**src/rtl/keypad_emulator.sv**
```systemverilog
// rtl/keypad_emulator.sv - 4x4 matrix keypad stand-in: plays one key press onto active-low column lines.
module keypad_emulator #(
  parameter int HOLD_CYCLES   = 1000,
  parameter int BOUNCE_CYCLES = 64,
  parameter int CNT_W         = 16
) (
  input  logic       clk,
  input  logic       reset,
  input  logic       press_valid,
  input  logic [3:0] press_key,
  output logic       press_ready,
  input  logic       bounce_en,
  input  logic       cancel,
  input  logic [3:0] key_row,
  output logic [3:0] cols,
  output logic       contact,
  output logic       busy,
  output logic       done
);

  typedef enum logic [2:0] {
    IDLE       = 3'd0,
    BOUNCE_IN  = 3'd1,
    HOLD       = 3'd2,
    BOUNCE_OUT = 3'd3,
    DONE       = 3'd4
  } state_t;

  localparam logic [CNT_W-1:0] HOLD_LAST   = CNT_W'(HOLD_CYCLES - 1);
  localparam logic [CNT_W-1:0] BOUNCE_LAST = CNT_W'(BOUNCE_CYCLES - 1);

  state_t           state;
  logic [CNT_W-1:0] cnt;
  logic [7:0]       lfsr;
  logic [7:0]       lfsr_nxt;
  logic [3:0]       key_q;
  logic             bounce_q;

  // x^8+x^6+x^5+x^4+1 is primitive, so a non-zero seed never reaches zero.
  assign lfsr_nxt = {lfsr[6:0], lfsr[7] ^ lfsr[5] ^ lfsr[4] ^ lfsr[3]};

  always_ff @(posedge clk or negedge reset) begin
    if (!reset) begin
      lfsr <= 8'hA5;
    end else begin
      lfsr <= lfsr_nxt;
    end
  end

  // contact is registered alongside the LFSR so it equals lfsr[0] during bounce phases.
  always_ff @(posedge clk or negedge reset) begin
    if (!reset) begin
      state       <= IDLE;
      cnt         <= '0;
      key_q       <= 4'd0;
      bounce_q    <= 1'b0;
      contact     <= 1'b0;
      busy        <= 1'b0;
      done        <= 1'b0;
      press_ready <= 1'b1;
    end else begin
      done <= 1'b0;
      if (cancel && state != IDLE) begin
        state       <= IDLE;
        cnt         <= '0;
        contact     <= 1'b0;
        busy        <= 1'b0;
        press_ready <= 1'b1;
      end else begin
        case (state)
          IDLE: begin
            if (press_valid && !cancel) begin
              key_q       <= press_key;
              bounce_q    <= bounce_en;
              cnt         <= '0;
              busy        <= 1'b1;
              press_ready <= 1'b0;
              if (bounce_en) begin
                state   <= BOUNCE_IN;
                contact <= lfsr_nxt[0];
              end else begin
                state   <= HOLD;
                contact <= 1'b1;
              end
            end
          end
          BOUNCE_IN: begin
            if (cnt == BOUNCE_LAST) begin
              state   <= HOLD;
              cnt     <= '0;
              contact <= 1'b1;
            end else begin
              cnt     <= cnt + CNT_W'(1);
              contact <= lfsr_nxt[0];
            end
          end
          HOLD: begin
            if (cnt == HOLD_LAST) begin
              cnt <= '0;
              if (bounce_q) begin
                state   <= BOUNCE_OUT;
                contact <= lfsr_nxt[0];
              end else begin
                state   <= DONE;
                contact <= 1'b0;
                done    <= 1'b1;
              end
            end else begin
              cnt <= cnt + CNT_W'(1);
            end
          end
          BOUNCE_OUT: begin
            if (cnt == BOUNCE_LAST) begin
              state   <= DONE;
              cnt     <= '0;
              contact <= 1'b0;
              done    <= 1'b1;
            end else begin
              cnt     <= cnt + CNT_W'(1);
              contact <= lfsr_nxt[0];
            end
          end
          DONE: begin
            state       <= IDLE;
            cnt         <= '0;
            busy        <= 1'b0;
            press_ready <= 1'b1;
          end
          default: begin
            state       <= IDLE;
            cnt         <= '0;
            contact     <= 1'b0;
            busy        <= 1'b0;
            press_ready <= 1'b1;
          end
        endcase
      end
    end
  end

  // Only the latched row matters; other low rows never pull a column.
  always_ff @(posedge clk or negedge reset) begin
    if (!reset) begin
      cols <= 4'b1111;
    end else if (contact && !key_row[key_q[3:2]]) begin
      cols <= ~(4'b0001 << key_q[1:0]);
    end else begin
      cols <= 4'b1111;
    end
  end

endmodule
```
**config.mk**
```make
export PLATFORM = sky130hd
export DESIGN_NAME = keypad_emulator
export DESIGN_NICKNAME = d
export VERILOG_FILES = /design/src/rtl/keypad_emulator.sv
export SDC_FILE = /design/constraint.sdc
export NUM_CORES = 1
export LEC_CHECK = 0
export ABC_AREA = 1
export CAP_MARGIN = 40
export CELL_PAD_IN_SITES_DETAIL_PLACEMENT = 1
export CELL_PAD_IN_SITES_GLOBAL_PLACEMENT = 2
export CORE_MARGIN = 1
export CORE_UTILIZATION = 34
export CTS_CLUSTER_SIZE = 20
export DETAILED_ROUTE_END_ITERATION = 6
export GPL_ROUTABILITY_DRIVEN = 1
export PLACE_DENSITY_LB_ADDON = 0.25
export SETUP_SLACK_MARGIN = 0.15
export SLEW_MARGIN = 20
export SYNTH_ARGS = -nofsm -noshare
export SYNTH_HDL_FRONTEND = slang
export SYNTH_SLANG_ARGS = --single-unit
```
**constraint.sdc**
```tcl
create_clock -name clk -period 2 [get_ports clk]
set_clock_uncertainty 0.1 [all_clocks]
set_input_delay 0.5 -clock clk [delete_from_list [all_inputs] [get_ports clk]]
set_output_delay 0.5 -clock clk [all_outputs]
set_load 0.1 [all_outputs]
```
==> summary.txt <==
die area -> 0.00660 mm²
worst hold slack -> 0.0595 ns
Avg Vias per Cell -> 4.77
pwr/cell area -> 1140 mW/mm²
IO Port Bufs -> 20
post-layout instance area -> 0.00266 mm²
final std cells w/o fill -> 367
Synth Register Bits -> 40
Die W -> 81.3 µm
Worst R2R End -> cnt[3]$_DFFE_PN0P_
main combinational cell family by area after synthesis -> simple AND/OR/NAND/NOR gates
Final setup violation count -> 0
XOR/XNOR Fraction of Synth Area -> 0.0533
number of top-level pins -> 21
critical path's largest stage delay -> 0.45 ns
CTS max path bufs -> 2
# resized after CTS -> 0
CTS Buf Count -> 5
YS warnings -> 0
Synth Area in Compound Gates -> 0.105
adder-cell share of the synthesized area -> 0.00586
worst-path fanout max -> 13
area delta synth->final -> 24.4%
Lkg Pwr -> 1.17 nW
Final Routed Wirelength -> 5010 µm
clock latency on the worst-skew pair -> 0.30 ns
DRC violations left -> 0
Setup TNS -> 0 ns
reg-to-reg startpoint -> cnt[1]$_DFFE_PN0P_
Unique masters post-synth -> 28
Initial Utilization -> 0.357
CP max stage cell -> dfrtp_1
initial antenna violation count -> 0
root buf cell -> clkbuf_8
Avg Synthesized Cell Area -> 8.15 µm²
HP Class -> in2async
Cell Area, Synth -> 0.00214 mm²
crit path kind -> reg2reg
drt initial violations -> 32
RSZ-0062 raised after global routing -> false
Crit. End Element -> flop
antenna-violating nets left -> 0
CP Launch Type -> flop
Area after DPL -> 0.00252 mm²
Clk pin slew, worst setup/hold paths -> 0.08 ns
Max-slew headroom -> 0.711
CP delay by family, top -> simple AND/OR/NAND/NOR gates
Avg WL per Cell -> 13.7 µm
vias in the first global route -> 1,817
most frequent CP cell -> nand2_1
largest net degree at the start of global routing -> 41
Synth Instances -> 262
htree depth -> 2
Final Max Slew Viols -> 0
Slew @ Worst Pin -> 0.431 ns
crit share post-route -> 0.841
num rows -> 28
Core Area -> 0.00599 mm²
Worst Path Arrival -> 1.80 ns
via count -> 1,751
Tmin final -> 1.68 ns
setup slack, reg-to-reg -> 0.32 ns
Seq/Total Area, Yosys -> 0.474
Final Hold Violating Endpoints -> 0
Peak Freq -> 594 MHz
Max rail drop VDD -> 0.000760 V
hold buffers post-CTS -> 0
share of cells above drive strength 1 -> 0.212
clk sink count -> 40
Final GP Congestion -> 0.827
total gr overflow -> 0
Post CTS Setup Buffer Count -> 0
Die Y -> 81.3 µm
TritonCTS clock tree -> built
CP Buf/Inv Count -> 1
simple-gate share of the synthesized area -> 0.292
first-pass GRT wire length -> 8930 µm
status -> finished clean
max_cap viols -> 0
GRT Overall Usage -> 0.181
reg2reg path depth -> 10
Post-Syn Nets -> 276
Nets -> 305
Pre-antenna DRT Iters -> 4
number of diodes -> 0
cell breakdown of the critical path -> ha_4 > nand2_1 > inv_1 > nand2_1 > nor2_1 > nand2_1 > nand2_1 > nand2_4 > nand2_8 > o21ai_0
multiplexer share of the synthesized area -> 0
WP data required -> 2.11 ns
Final HPWL DP -> 3920 µm
Cell Count Post-Placement -> 359
sequential cells by signal, summed over array words and instances (netlist names):
register and count:
cnt 16, bounce_q 1, lfsr 8, busy 1, cols 4, done 1
state 3, press_ready 1, contact 1, key_q 4
cell usage in the layout (no fill, tap or decap), types with 2 or more instances in the layout:
cell type / netlist / final
nand2_4: 4 / 3
inv_2: 3 / 3
nor2_2: 3 / 3
clkbuf_8: 0 / 5
o211ai_1: 2 / 2
xor2_1: 8 / 8
xnor2_1: 5 / 5
o21ai_2: 10 / 10
nand3_1: 15 / 15
nand2_1: 68 / 68
dfrtp_1: 31 / 31
buf_4: 2 / 4
o2111ai_1: 2 / 2
buf_12: 1 / 9
dfstp_2: 9 / 9
a21oi_1: 5 / 5
nor3_1: 2 / 2
nand2_2: 7 / 7
nor2_1: 34 / 34
nand4_1: 4 / 4
o21ai_0: 15 / 15
inv_1: 25 / 25
clkdlybuf4s50_1: 0 / 11
logic make-up after synthesis:
logic type      after synthesis
simple gates                140
flops                        40
compound gates               35
buf+inv                      33
xor+xnor                     13
fa+ha+maj                     1
stage by stage:
step	worst slack [ns]	util	total power (W)
after global routing	0.181	0.443	0.00322
after CTS	0.174	0.440	0.00303
after floorplan	0.414	-	0.00193
after detailed placement	0.0985	0.421	0.00232
final	0.317	0.443	0.00302
after global placement	0.0939	0.421	0.00230
synth_stat cells:
library cell / number / area [µm²]
nor2_2: 3 / 18.8
o21ai_2: 10 / 87.6
inv_2: 3 / 11.3
a21oi_1: 5 / 25.0
dfrtp_1: 31 / 776
nor4_1: 1 / 6.26
clkinv_1: 1 / 3.75
xnor2_1: 5 / 43.8
nor2_1: 34 / 128
or2_2: 1 / 6.26
nand4_1: 4 / 25.0
ha_1: 1 / 12.5
o2111ai_1: 2 / 17.5
nor3_1: 2 / 10.0
o211ai_1: 2 / 15.0
dfstp_2: 9 / 236
nand2_2: 7 / 43.8
xor2_1: 8 / 70.1
nor3_2: 1 / 10.0
clkinv_2: 1 / 5.00
buf_4: 2 / 15.0
inv_1: 25 / 93.8
nand3_1: 15 / 75.1
o21ai_0: 15 / 75.1
nand2_4: 4 / 45.0
nand2_1: 68 / 255
buf_12: 1 / 20.0
o21ai_1: 1 / 5.00
worst max path at each step:
stage / end / cells after the start / slack (ns) / from
after CTS: cnt[3]$_DFFE_PN0P_ / 10 / 0.17 / cnt[1]$_DFFE_PN0P_
after global routing: cnt[3]$_DFFE_PN0P_ / 10 / 0.18 / cnt[1]$_DFFE_PN0P_
after global placement: busy$_DFFE_PN0P_ / 6 / 0.09 / cancel
after floorplan: cnt[13]$_DFFE_PN0P_ / 11 / 0.41 / cnt[0]$_DFFE_PN0P_
after detailed placement: busy$_DFFE_PN0P_ / 6 / 0.1 / cancel
final: cnt[3]$_DFFE_PN0P_ / 10 / 0.32 / cnt[1]$_DFFE_PN0P_
where the power goes:
group	internal, W	total (W)	leakage [nW]	switching (W)
Clock	0.000376	0.000691	0.0548	0.000315
Sequential	0.000950	0.00107	0.513	0.000117
Combinational	0.000410	0.00126	0.602	0.000849
Total	0.00174	0.00302	1.17	0.00128
area by class of cell:
cell class              instances  area [µm²]
flip-flops and latches         40        1010
inverters                      30         114
fillers                       714        3330
repair buffers                 25         325
well taps                      75        93.8
clock buffers                   5        68.8
multi-input cells             189         996
clock inverters                 3        46.3
routing by layer:
layer	wire (µm)	GRT usage
met3	97	0.0371
met5	0	0
met2	2360	0.293
met1	2490	0.244
met4	64	0.0536
No activity file was read; power rests on OpenSTA's default activity.
==> RTL change (config.mk and constraints unchanged) <==
Make the reset (`reset`) synchronous in 3 clocked blocks.
--- a/src/rtl/keypad_emulator.sv
+++ b/src/rtl/keypad_emulator.sv
@@ -41,3 +41,3 @@
 
-  always_ff @(posedge clk or negedge reset) begin
+  always_ff @(posedge clk) begin
     if (!reset) begin
@@ -50,3 +50,3 @@
   // contact is registered alongside the LFSR so it equals lfsr[0] during bounce phases.
-  always_ff @(posedge clk or negedge reset) begin
+  always_ff @(posedge clk) begin
     if (!reset) begin
@@ -141,3 +141,3 @@
   // Only the latched row matters; other low rows never pull a column.
-  always_ff @(posedge clk or negedge reset) begin
+  always_ff @(posedge clk) begin
     if (!reset) begin
Behaviour: differs if reset is asserted again (counterexample within 4 cycles, from zero or initial values and one cycle with reset low); with reset held inactive, the same outputs for 10 cycles.
==> RTL change against the original RTL <==
Global-route usage decreased by 0.23 points; area after synthesis down 6.3%; wire length increased by 3.6%; largest power group unchanged; sequential cell count unchanged; total power fell by 14%; die area down 6.2%; setup slack got worse by 0.070 ns; design area fell by 1.7%.
==> RTL change: results (changes against the original RTL) <==
| Metric | Value |
|---|---|
| Status | `complete, no violations` |
| Hold path cells | `1` |
| CP top delay family | `simple AND/OR/NAND/NOR gates` |
| Final wirelength | `5200 um (+3.6%)` |
| HPWL after DPL | `3890 um (-0.93%)` |
| Worst r2r path cells | `11 (+1)` |
| Highest net fanout along the worst path | `5 (-8)` |
| TritonRoute pass-1 iters | `4 (unchanged)` |
| Rel. slew slack | `81.5% (+10 points)` |
| Syn Nets | `295 (+6.9%)` |
| Vias in the first global route | `1861 (+2.4%)` |
| Most instantiated cells after synthesis | `nand2_1, dfxtp_1, nor2_1, inv_1, nand3_1` |
| CP max stage cell | `dfxtp_2` |
| CP max stage delay | `0.36 ns (-0.09 ns)` |
| Synth unique cells | `30 (+7.1%)` |
| Clock Tree Buf Depth | `2 (unchanged)` |
| Top Registers | `cnt: 16 flops, lfsr: 8 flops` |
| Hold crit path type | `reg -> reg` |
| Largest net degree at the start of global routing | `15 (-63%)` |
| Peak supply drop | `0.435 mV (-43%)` |
| Fill cells | `710 (-0.56%)` |
| Clock Tree Root | `clkbuf_8` |
| First-pass GRT wire length | `8600 um (-3.7%)` |
| Fraction of layout cells with a size suffix above 1 | `22.5% (+1.2 points)` |
| Clock Pin Slew Worst Setup and Hold Paths | `0.09 ns` |
| Asr flop ratio synth | `0% (-100 points)` |
| Ranking of synthesized cells by area | `dfxtp_1, nand2_1, nor2_1, inv_1, nand3_1` |
| NumNets Final | `338 (+11%)` |
| # diodes | `0 (unchanged)` |
| Worst skew pair latency | `0.29 ns` |
| Static leakage | `1.13 nW (-3.2%)` |
| 1st-iter DRT viols | `42 (+31%)` |
| H-tree levels | `2 (unchanged)` |
| Yosys warnings | `0 (unchanged)` |
| Number of buffers created by CTS | `5 (unchanged)` |
| Internal cell power | `1.62 mW (-7.0%)` |
| Initial antenna violation count | `0 (unchanged)` |
| Sequential fraction of the synthesis area | `40.0% (-7.4 points)` |
| GRT Total Usage | `17.9% (-0.23 points)` |
| Vias | `1847 (+5.5%)` |
| Area after DPL | `0.00243 mm^2 (-3.4%)` |
| Port Buf Inserts | `20 (unchanged)` |
| Gpl congestion | `0.756 (-8.6%)` |
RTL change: cell types whose count changed after synthesis, moves of 3 or more:
cell,delta
xnor2_1,-3
nor2_2,+9
dfrtp_1,-31
inv_2,+3
o21ai_2,-10
nand2_1,-4
inv_1,+12
nor2_1,+5
a21oi_1,+7
xor2_1,-3
dfxtp_1,+40
dfstp_2,-9
RTL change: worst paths after layout:
path | startpoint | end | slack (ns)
worst max-delay path | cnt[0]$_SDFFE_PP0P_ | cnt[3]$_SDFFE_PP0P_ | 0.25
worst min-delay path | lfsr[1]$_SDFF_PN0_ | lfsr[2]$_SDFF_PN1_ | 0.32
worst max register to register | cnt[0]$_SDFFE_PP0P_ | cnt[3]$_SDFFE_PP0P_ | 0.25
worst min register to register | lfsr[1]$_SDFF_PN0_ | lfsr[2]$_SDFF_PN1_ | 0.32
RTL change: repair_timing:
action | CTS | global route
setup buffers | 0 | 6
endpoints found under the hold margin | 0 | 0
setup endpoints to repair | 0 | 16
resized for setup | 0 | 4
RTL change: layout make-up:
| class | instances | area, um^2 | area share [%] |
|---|---|---|---|
| multi-input combinational | 194 | 1010 | 38.7 |
| sequential | 40 | 803 | 30.8 |
| timing repair buffer | 39 | 423 | 16.2 |
| inverter | 44 | 168 | 6.42 |
| tap | 72 | 90.1 | 3.45 |
| clock buffer | 5 | 68.8 | 2.64 |
| clock inverter | 3 | 47.5 | 1.82 |
RTL change: cells by family after synthesis:
logic type                 Yosys count  share of synthesized area (%)
AOI/OAI and AO/OA                   31                           9.44
xor gates and xnor gates             7                           3.06
adders and majority gates            1                          0.625
buffers and inverters               47                           10.1
DFF                                 40                           40.0
and+or+nand+nor                    155                           36.7
RTL change: power by group through the flow:
stage          clock network, mW  logic, mW  registers (mW)
6_report                   0.677      0.964           0.941
5_1_grt                    0.740       1.05           0.952
3_5_place_dp                   0      0.918           0.959
4_1_cts                    0.704      0.925           0.940
2_1_floorplan                  0      0.509            1.07
3_3_place_gp                   0      0.904           0.956
RTL change: through the flow:
stage          total power, mW  setup WS (ns)  cells
6_report                  2.58          0.247    397
5_1_grt                   2.74         0.0921    397
4_1_cts                   2.57          0.217    391
3_5_place_dp              1.88        -0.0178    383
3_3_place_gp              1.86         0.0114    383
2_1_floorplan             1.58          0.276    281
RTL change: per-layer routing:
metal / track usage [%] / share of wire, % / up-vias
met3: 3.45 / 2.0 / 5
li1: - / - / 956
met2: 29.5 / 48 / 20
met4: 5.00 / 0.87 / 0
met5: 0 / 0 / -
met1: 23.7 / 49 / 866
RTL change: worst reg2reg max path, delay by kind of cell (launching register included):
kind	cells	cell delay (ns)
and+or+nand+nor	7	0.70
DFF	1	0.36
buffers and inverters	3	0.31
adders and majority gates	1	0.19
